<file path="src/rtl/frogger_life_manager.sv">
// -----------------------------------------------------------------------------
// frogger_life_manager
//
// Game-rule stage that sits after the collision detector. Each cycle it looks
// at the frog row plus the car-hit / on-log flags and decides whether the frog
// dies (car hit or drowning), reaches the goal, or keeps playing. It keeps the
// life count and score, sequences the death animation, the respawn pulse and
// the post-respawn grace window, and flags game-over / win.
//
// Ports
//   i_Clk        system clock
//   i_Rst_L      synchronous reset, active low, overrides every other input
//   i_Start      start / restart request (level)
//   i_Tick       one-cycle game-tick strobe (frame rate)
//   i_Frogger_Y  current frog row
//   i_Collided   frog overlaps a car
//   i_On_Log     frog stands on a log tile
//   o_State      IDLE=0 PLAY=1 DYING=2 RESPAWN=3 GAME_OVER=4 WIN=5
//   o_Lives      lives remaining
//   o_Score      goals reached this game
//   o_Respawn    one-cycle pulse, frog controller reloads the origin position
//   o_Dying      high throughout DYING
//   o_Game_Over  high in GAME_OVER
//   o_Win        high in WIN
//
// Every output is a register; the effect of an input shows up the cycle after.
// -----------------------------------------------------------------------------
module frogger_life_manager #(
    parameter int c_LIVES       = 3,
    parameter int c_WATER_Y_MIN = 1,
    parameter int c_WATER_Y_MAX = 5,
    parameter int c_GOAL_Y      = 0,
    parameter int c_DEATH_TICKS = 30,
    parameter int c_GRACE_TICKS = 4,
    parameter int c_WIN_SCORE   = 5
) (
    input  logic       i_Clk,
    input  logic       i_Rst_L,
    input  logic       i_Start,
    input  logic       i_Tick,
    input  logic [5:0] i_Frogger_Y,
    input  logic       i_Collided,
    input  logic       i_On_Log,
    output logic [2:0] o_State,
    output logic [1:0] o_Lives,
    output logic [7:0] o_Score,
    output logic       o_Respawn,
    output logic       o_Dying,
    output logic       o_Game_Over,
    output logic       o_Win
);

    typedef enum logic [2:0] {
        ST_IDLE      = 3'd0,
        ST_PLAY      = 3'd1,
        ST_DYING     = 3'd2,
        ST_RESPAWN   = 3'd3,
        ST_GAME_OVER = 3'd4,
        ST_WIN       = 3'd5
    } state_t;

    localparam logic [1:0] LIVES_INIT  = 2'(c_LIVES);
    localparam logic [5:0] WATER_Y_MIN = 6'(c_WATER_Y_MIN);
    localparam logic [5:0] WATER_Y_MAX = 6'(c_WATER_Y_MAX);
    localparam logic [5:0] GOAL_Y      = 6'(c_GOAL_Y);
    localparam logic [7:0] DEATH_TICKS = 8'(c_DEATH_TICKS);
    localparam logic [7:0] GRACE_TICKS = 8'(c_GRACE_TICKS);
    localparam logic [7:0] WIN_SCORE   = 8'(c_WIN_SCORE);

    state_t     state_reg, state_next;
    logic [1:0] lives_reg, lives_next;
    logic [7:0] score_reg, score_next;
    logic [7:0] death_cnt_reg, death_cnt_next;
    logic [7:0] grace_cnt_reg, grace_cnt_next;
    logic       respawn_reg, respawn_next;
    logic       dying_reg, dying_next;
    logic       game_over_reg, game_over_next;
    logic       win_reg, win_next;

    // Hazard / goal decode of the current frog position.
    logic       in_water;
    logic       hazard;
    logic       goal;
    logic       grace_active;
    logic       death_done;
    logic [7:0] score_inc;
    logic [1:0] lives_dec;

    assign in_water     = (i_Frogger_Y >= WATER_Y_MIN) && (i_Frogger_Y <= WATER_Y_MAX);
    assign hazard       = i_Collided || (in_water && !i_On_Log);
    assign goal         = (i_Frogger_Y == GOAL_Y);
    assign grace_active = (grace_cnt_reg != 8'd0);
    // The tick that takes the death counter from 1 to 0 ends the animation.
    // A zero count (never loaded that way) is also treated as finished so
    // the FSM cannot get stuck in DYING.
    assign death_done   = i_Tick && (death_cnt_reg <= 8'd1);
    assign score_inc    = (score_reg == 8'hFF) ? 8'hFF : score_reg + 8'd1;
    assign lives_dec    = (lives_reg == 2'd0) ? 2'd0 : lives_reg - 2'd1;

    // -------------------------------------------------------------------------
    // State register (plus the datapath registers that travel with it)
    // -------------------------------------------------------------------------
    always_ff @(posedge i_Clk) begin
        if (!i_Rst_L) begin
            state_reg     <= ST_IDLE;
            lives_reg     <= LIVES_INIT;
            score_reg     <= 8'd0;
            death_cnt_reg <= 8'd0;
            grace_cnt_reg <= 8'd0;
            respawn_reg   <= 1'b0;
            dying_reg     <= 1'b0;
            game_over_reg <= 1'b0;
            win_reg       <= 1'b0;
        end else begin
            state_reg     <= state_next;
            lives_reg     <= lives_next;
            score_reg     <= score_next;
            death_cnt_reg <= death_cnt_next;
            grace_cnt_reg <= grace_cnt_next;
            respawn_reg   <= respawn_next;
            dying_reg     <= dying_next;
            game_over_reg <= game_over_next;
            win_reg       <= win_next;
        end
    end

    // -------------------------------------------------------------------------
    // Next-state logic
    // -------------------------------------------------------------------------
    always_comb begin
        state_next = state_reg;
        case (state_reg)
            ST_IDLE: begin
                if (i_Start) state_next = ST_RESPAWN;
            end
            ST_RESPAWN: begin
                state_next = ST_PLAY;
            end
            ST_PLAY: begin
                // Inside the grace window the frog is invulnerable and the
                // goal is not scored either. Hazard beats goal.
                if (!grace_active) begin
                    if (hazard) begin
                        state_next = ST_DYING;
                    end else if (goal) begin
                        state_next = (score_inc == WIN_SCORE) ? ST_WIN : ST_RESPAWN;
                    end
                end
            end
            ST_DYING: begin
                if (death_done) begin
                    state_next = (lives_reg == 2'd0) ? ST_GAME_OVER : ST_RESPAWN;
                end
            end
            ST_GAME_OVER, ST_WIN: begin
                if (i_Start) state_next = ST_RESPAWN;
            end
            default: begin
                state_next = ST_IDLE;
            end
        endcase
    end

    // -------------------------------------------------------------------------
    // Output / datapath logic. Flags are decoded from the next state so the
    // registered flag lines up with the registered state.
    // -------------------------------------------------------------------------
    always_comb begin
        lives_next     = lives_reg;
        score_next     = score_reg;
        death_cnt_next = death_cnt_reg;
        grace_cnt_next = grace_cnt_reg;
        respawn_next   = (state_next == ST_RESPAWN);
        dying_next     = (state_next == ST_DYING);
        game_over_next = (state_next == ST_GAME_OVER);
        win_next       = (state_next == ST_WIN);

        case (state_reg)
            ST_IDLE, ST_GAME_OVER, ST_WIN: begin
                if (i_Start) begin
                    lives_next = LIVES_INIT;
                    score_next = 8'd0;
                end
            end
            ST_RESPAWN: begin
                grace_cnt_next = GRACE_TICKS;
            end
            ST_PLAY: begin
                if (grace_active) begin
                    if (i_Tick) grace_cnt_next = grace_cnt_reg - 8'd1;
                end else if (hazard) begin
                    // Counter is loaded, not decremented, even when a tick
                    // lands on this same cycle.
                    lives_next     = lives_dec;
                    death_cnt_next = DEATH_TICKS;
                end else if (goal) begin
                    score_next = score_inc;
                end
            end
            ST_DYING: begin
                if (i_Tick && (death_cnt_reg != 8'd0)) begin
                    death_cnt_next = death_cnt_reg - 8'd1;
                end
            end
            default: begin
            end
        endcase
    end

    assign o_State     = state_reg;
    assign o_Lives     = lives_reg;
    assign o_Score     = score_reg;
    assign o_Respawn   = respawn_reg;
    assign o_Dying     = dying_reg;
    assign o_Game_Over = game_over_reg;
    assign o_Win       = win_reg;

endmodule

</file>
<file path="config.mk">
export PLATFORM = sky130hd
export DESIGN_NAME = frogger_life_manager
export DESIGN_NICKNAME = d
export VERILOG_FILES = /design/src/rtl/frogger_life_manager.sv
export SDC_FILE = /design/constraint.sdc
export NUM_CORES = 1
export LEC_CHECK = 0
export BUFFER_PORTS_ARGS = -buffer_cell sky130_fd_sc_hd__buf_2
export CORE_MARGIN = 5
export CORE_UTILIZATION = 56
export CTS_CLUSTER_SIZE = 20
export DETAILED_ROUTE_END_ITERATION = 16
export HOLD_SLACK_MARGIN = 0.1
export MAX_ROUTING_LAYER = met4
export PLACE_DENSITY = 0.82
export SLEW_MARGIN = 20
export SYNTH_ARGS = -nofsm -noshare
export SYNTH_HDL_FRONTEND = slang
export SYNTH_SLANG_ARGS = --single-unit
</file>
<file path="constraint.sdc">
create_clock -name i_Clk -period 2.1 [get_ports i_Clk]
set_input_delay 0 -clock i_Clk [delete_from_list [all_inputs] [get_ports i_Clk]]
set_output_delay 0 -clock i_Clk [all_outputs]
set_load 0.01 [all_outputs]
</file>
Word-level counts from Yosys, hierarchy flattened
Cells that the tools add are included.
- add/subtract/negate cells: 4
- multiply operators: 0
- div/mod/pow operators: 0
- order comparisons: 3
- equal/unequal tests: 19
- shift-type cells: 0
- multiplexer cells: 26
- bitwise logic cells: 0
- reductions and logical operators: 19
- operators with widths (operator ; count):
    $mux W8 ; 10
    $pmux W8 S2 ; 3
    $mux W3 ; 7
    $reduce_bool A8 Y1 ; 2
    $sub A8 B1 Y8 const B ; 2
    $ne A2 B2 Y1 const B ; 7
    $eq A3 B2 Y1 const B ; 4
    $eq A3 B3 Y1 const B ; 4
    $pmux W3 S4 ; 1
    $add A8 B1 Y8 const B ; 1
    $eq A8 B3 Y1 const B ; 1
    $eq A8 B8 Y1 const B ; 1
    $le A8 B1 Y1 const B ; 1
    $mux W2 ; 4
    $reduce_and A4 Y1 ; 2
    $ge A6 B1 Y1 const B ; 1
    $le A6 B3 Y1 const B ; 1
    $logic_not A6 Y1 ; 1
    $reduce_bool A2 Y1 ; 3
    $reduce_and A5 Y1 ; 1
    $logic_and A1 B1 Y1 ; 4
    $pmux W2 S2 ; 1
    $eq A3 B1 Y1 const B ; 1
    $logic_not A3 Y1 ; 1
    7 further kinds ; 7
- bits in registers: 33
- latch bits: 0
- RAM bits: 0
- ROM bits: 0
- input bits: 12
- output and inout port bits: 17
- logic and storage cells: 80
- memories: 0

Logic depth before layout (Yosys ltp)
- word-level depth: 9
- mapped depth: 8
- mapped depth without buffers: 7

Least setup slack after synthesis
OpenSTA, ideal clock, no wires.
- path kind: register to register
- start point: register score_reg[0], in the netlist o_Score[0]
- end point: register dying_reg, in the netlist o_Dying
- setup time: 0.131 ns
- arrival time: 1.611 ns
- required time: 1.969 ns
- slack: 0.358 ns
- cell stages (with the launch flop): 7
- buffers on the path: 0
- path through: dfxtp_1 ha_1 nand2_1 nor2_1 mux2_2 o21ai_0 a21oi_1
- word-level cells in the longest chain between the ends: 9
- elaborated cells between the ends (all ways): 10
- RTL lines (what ; line ; RTL):
    from (decl) ; 72 ; logic [7:0] score_reg, score_next;
    from (signal assigned) ; 117 ; score_reg <= score_next;
    $add A8 B1 Y8 / $eq A8 B8 Y1 (equally long branches) ; 97 ; assign score_inc = (score_reg == 8'hFF) ? 8'hFF : score_reg + 8'd1;
    $mux W8 * ; 97 ;
    $eq A8 B3 Y1 * ; 146 ; state_next = (score_inc == WIN_SCORE) ? ST_WIN : ST_RESPAWN;
    $mux W3 * ; 146 ;
    $mux W3 * ; 145 ; end else if (goal) begin
    $mux W3 * ; 143 ; if (hazard) begin
    $mux W3 * ; 142 ; if (!grace_active) begin
    $pmux W3 S4 * ; 132 ; case (state_reg)
    $eq A3 B2 Y1 * ; 174 ; dying_next = (state_next == ST_DYING);
    to (signal assigned) ; 121 ; dying_reg <= dying_next;
    to (decl) ; 76 ; logic dying_reg, dying_next;
Mark *: on every way between the ends. The rest lies on a longest branch, timed or not.
A chain may end at the register's enable or synchronous reset.

Final worst setup path
- start point: register score_reg[0], in the netlist o_Score[0]
- end point: register game_over_reg, in the netlist o_Game_Over
- word-level cells in the longest chain between the ends: 9
- elaborated cells between the ends (all ways): 10
- RTL lines (what ; line ; RTL):
    $add A8 B1 Y8 / $eq A8 B8 Y1 (equally long branches) ; 97 ;
    $mux W8 * ; 97 ;
    $eq A8 B3 Y1 * ; 146 ;
    $mux W3 * ; 146 ;
    $mux W3 * ; 145 ;
    $mux W3 * ; 143 ;
    $mux W3 * ; 142 ;
    $pmux W3 S4 * ; 132 ;
    $eq A3 B3 Y1 * ; 175 ; game_over_next = (state_next == ST_GAME_OVER);
    to (signal assigned) ; 122 ; game_over_reg <= game_over_next;
    to (decl) ; 77 ; logic game_over_reg, game_over_next;
Marks and branches as above.

==> impl_metrics.toml <==
[run_status]
status = "completed"

[detailed_routing]
totalWireLength_mm = 4.15
drtPass1Iterations = 4
drtAntennaViolNets = 0
via_count = 1765
wl_met1_mm = 1.94
via_per_inst = 5.71
wl_per_cell_um = 13.4
top_layer = "met4"
wl_met2_mm = 1.85
drc = 0
route.met3.wl_um = 283
drt-initial-drc-count = 210

[critical_path]
crit_path_cell_trace = "ha_1, nand2_1, nor2_1, mux2_2, o31a_1, nor2_1"
crit_path_end_kind = "register"
critPathMaxStageDelay_ns = 0.44
cp_top_family = "flip-flops"
cp.arrival_ns = 2.11
crit_slowest_cell = "dfxtp_1"
path_buf_inv = 0
crit_top_cell = "nor2_1"
path_max_fanout = 8
r2r_slack_ns = 0.26
cp_data_required_time_ns = 2.38
crit_type = "register to register"
startpoint_type = "register"

[sta]
period_share_pct = 87.6
finalHoldViolCount = 0
finalSetupViolCount = 0
slew_headroom_pct = 63.7
min_period_ns = 1.84
worstMarginPinSlew_ns = 0.544
fin_skew_ns = 0.00438
holdWs_ns = 0.137
drv_slew = 0
rsz0062_at_grt = "no"
tns_ns = 0
max_freq_mhz = 544

[placed_design]
place_hpwl_mm = 3.10
postPlaceCellArea_um2 = 2070
portBuffers = 28
routabilityCongestion = 0.923

[synthesis]
syn_avg_cell_area_um2 = 8.22
ys_warn_count = 0
yosys_most_used_dff = "dfxtp_1"
synth-edff-count = 0
async_reset_ff_share_pct = 0
seq_area_frac_synth_pct = 35.3
synth-seq-cells = 33
syn-cell-area_um2 = 1870
syn_inst = 228
yosysUniqueCellTypes = 55
syn_nets = 244

[global_routing]
grt_pass1_wl_mm = 7.27
grt_usage_pct = 21.4
grt_max_degree = 24
antenna_found_initial = 0
grt_pass1_vias = 1613
gr-total-overflow = 0

[job]
drv_cap = 0

[clock_tree]
clkSinkCount = 33
cts_tree = "done"
cts_htree_levels = 2
root_buffer = "clkbuf_4"
clock_tree.buffer_depth = 2
clk_pin_slew_ns = 0.09
clock_latency_ns = 0.34
cts_buffers = 5
cts_setup_buffers = 0

[power]
p_seq_share_pct = 37.1
vdd_drop_max_mv = 0.750
combPwrFrac_pct = 49.6
p_sw_mw = 1.05
p_leak_nw = 0.834
p_int_mw = 1.45
p_clk_share_pct = 13.3
power_mw = 2.50
pwr_density_cell_nw_per_um2 = 1170
power_switching_share_pct = 41.9

[final_layout]
area_growth_pct = 14.3
final_area_um2 = 2140
nets = 278
diodes = 0
drive_gt1_share_pct = 19.8

[die]
start_util_pct = 57.0
die_y_um = 67.8
dieWidth_um = 67.8
dieArea_um2 = 4600
rows = 21
ios = 29
core_area_um2 = 3280

[worst_hold_path]
hp-class = "input port to register"
synth_stat cells, types with 3 or more instances:
cell       instances  area, µm²
nor3_1             8       40.0
dfxtp_1           33        661
nand2b_1           3       18.8
o211ai_1           5       37.5
nand3b_1           3       22.5
nand2_1           22       82.6
nor2_1            30        113
a21oi_1            9       45.0
o21a_1             3       22.5
xor2_1             8       70.1
a31oi_1            4       25.0
nor3b_1            4       30.0
ha_1               4       50.1
inv_1              9       33.8
nand3_1           12       60.1
a211oi_1           6       45.0
o2111ai_1          4       35.0
clkbuf_1           6       22.5
o21ai_0           11       55.1
logic make-up (layout without fill, tap and decap cells):
logic type,after synthesis,after routing,share of synthesized area [%]
and+or+nand+nor,104,104,31.0
AOI/OAI and AO/OA,58,58,21.4
DFF,33,33,35.3
buffers and inverters,17,52,3.81
xor gates and xnor gates,10,10,4.68
adders and majority gates,4,4,2.67
muxes,2,2,1.14
path summary, 6_finish.rpt:
kind | start | end | cells past startpoint
setup reg to reg | o_Score[0]$_SDFFE_PN0P_ | o_Game_Over$_SDFF_PN0_ | 6
setup / recovery | o_Score[0]$_SDFFE_PN0P_ | o_Game_Over$_SDFF_PN0_ | 6
hold / removal | i_Collided | o_Lives[0]$_SDFFE_PN1P_ | 4
hold reg to reg | grace_cnt_reg[0]$_SDFFE_PN0P_ | grace_cnt_reg[0]$_SDFFE_PN0P_ | 2
layer usage:
layer / up-vias / global-route usage (%)
li1: 901 / -
met1: 808 / 27.7
met2: 49 / 31.5
met3: 7 / 5.75
met4: 0 / 8.93
met5: - / -
power groups by stage:
stage | clock network (mW) | registers [mW] | logic, mW
finish | 0.331 | 0.928 | 1.24
global route | 0.381 | 0.952 | 1.38
CTS | 0.349 | 0.925 | 1.23
detailed placement | 0 | 0.940 | 1.22
global placement | 0 | 0.935 | 1.20
floorplan | 0 | 0.943 | 0.911
stage by stage:
stage               setup WS [ns]  utilization, %  instances
CTS                         0.189            65.0        309
global placement            0.290            62.9        299
floorplan                   0.358               -        228
global route                0.110            65.2        309
finish                      0.261            65.2        309
detailed placement          0.221            62.9        299
placed cells by master, fill, tap and decap left out, types with 6 or more instances in the layout:
cell type	synthesis	layout
a211oi_1	6	6
a21oi_1	9	9
buf_2	0	28
dfxtp_1	33	33
inv_1	9	9
nand2_1	22	22
nand3_1	12	12
nor2_1	30	30
nor3_1	8	8
o21ai_0	11	10
xor2_1	8	8
tightest hold or removal path: stages:
cell and delay, ns:
buf_2 0.12, a31oi_2 0.07, o21ai_0 0.14, nand4b_1 0.09
timing repair:
item	in CTS	in global routing
endpoints found under the setup margin	0	2
hold buffers	2	0
endpoints found under the hold margin	9	0
resized for setup	0	2
area by class of cell:
type,count,area (µm²)
clock buffer,8,48.8
multi-input combinational,178,1150
fill,288,1140
inverter,10,37.5
timing repair buffer,34,190
sequential,33,661
tap,46,57.6
Note: power is estimated with default switching activity, not from simulation.
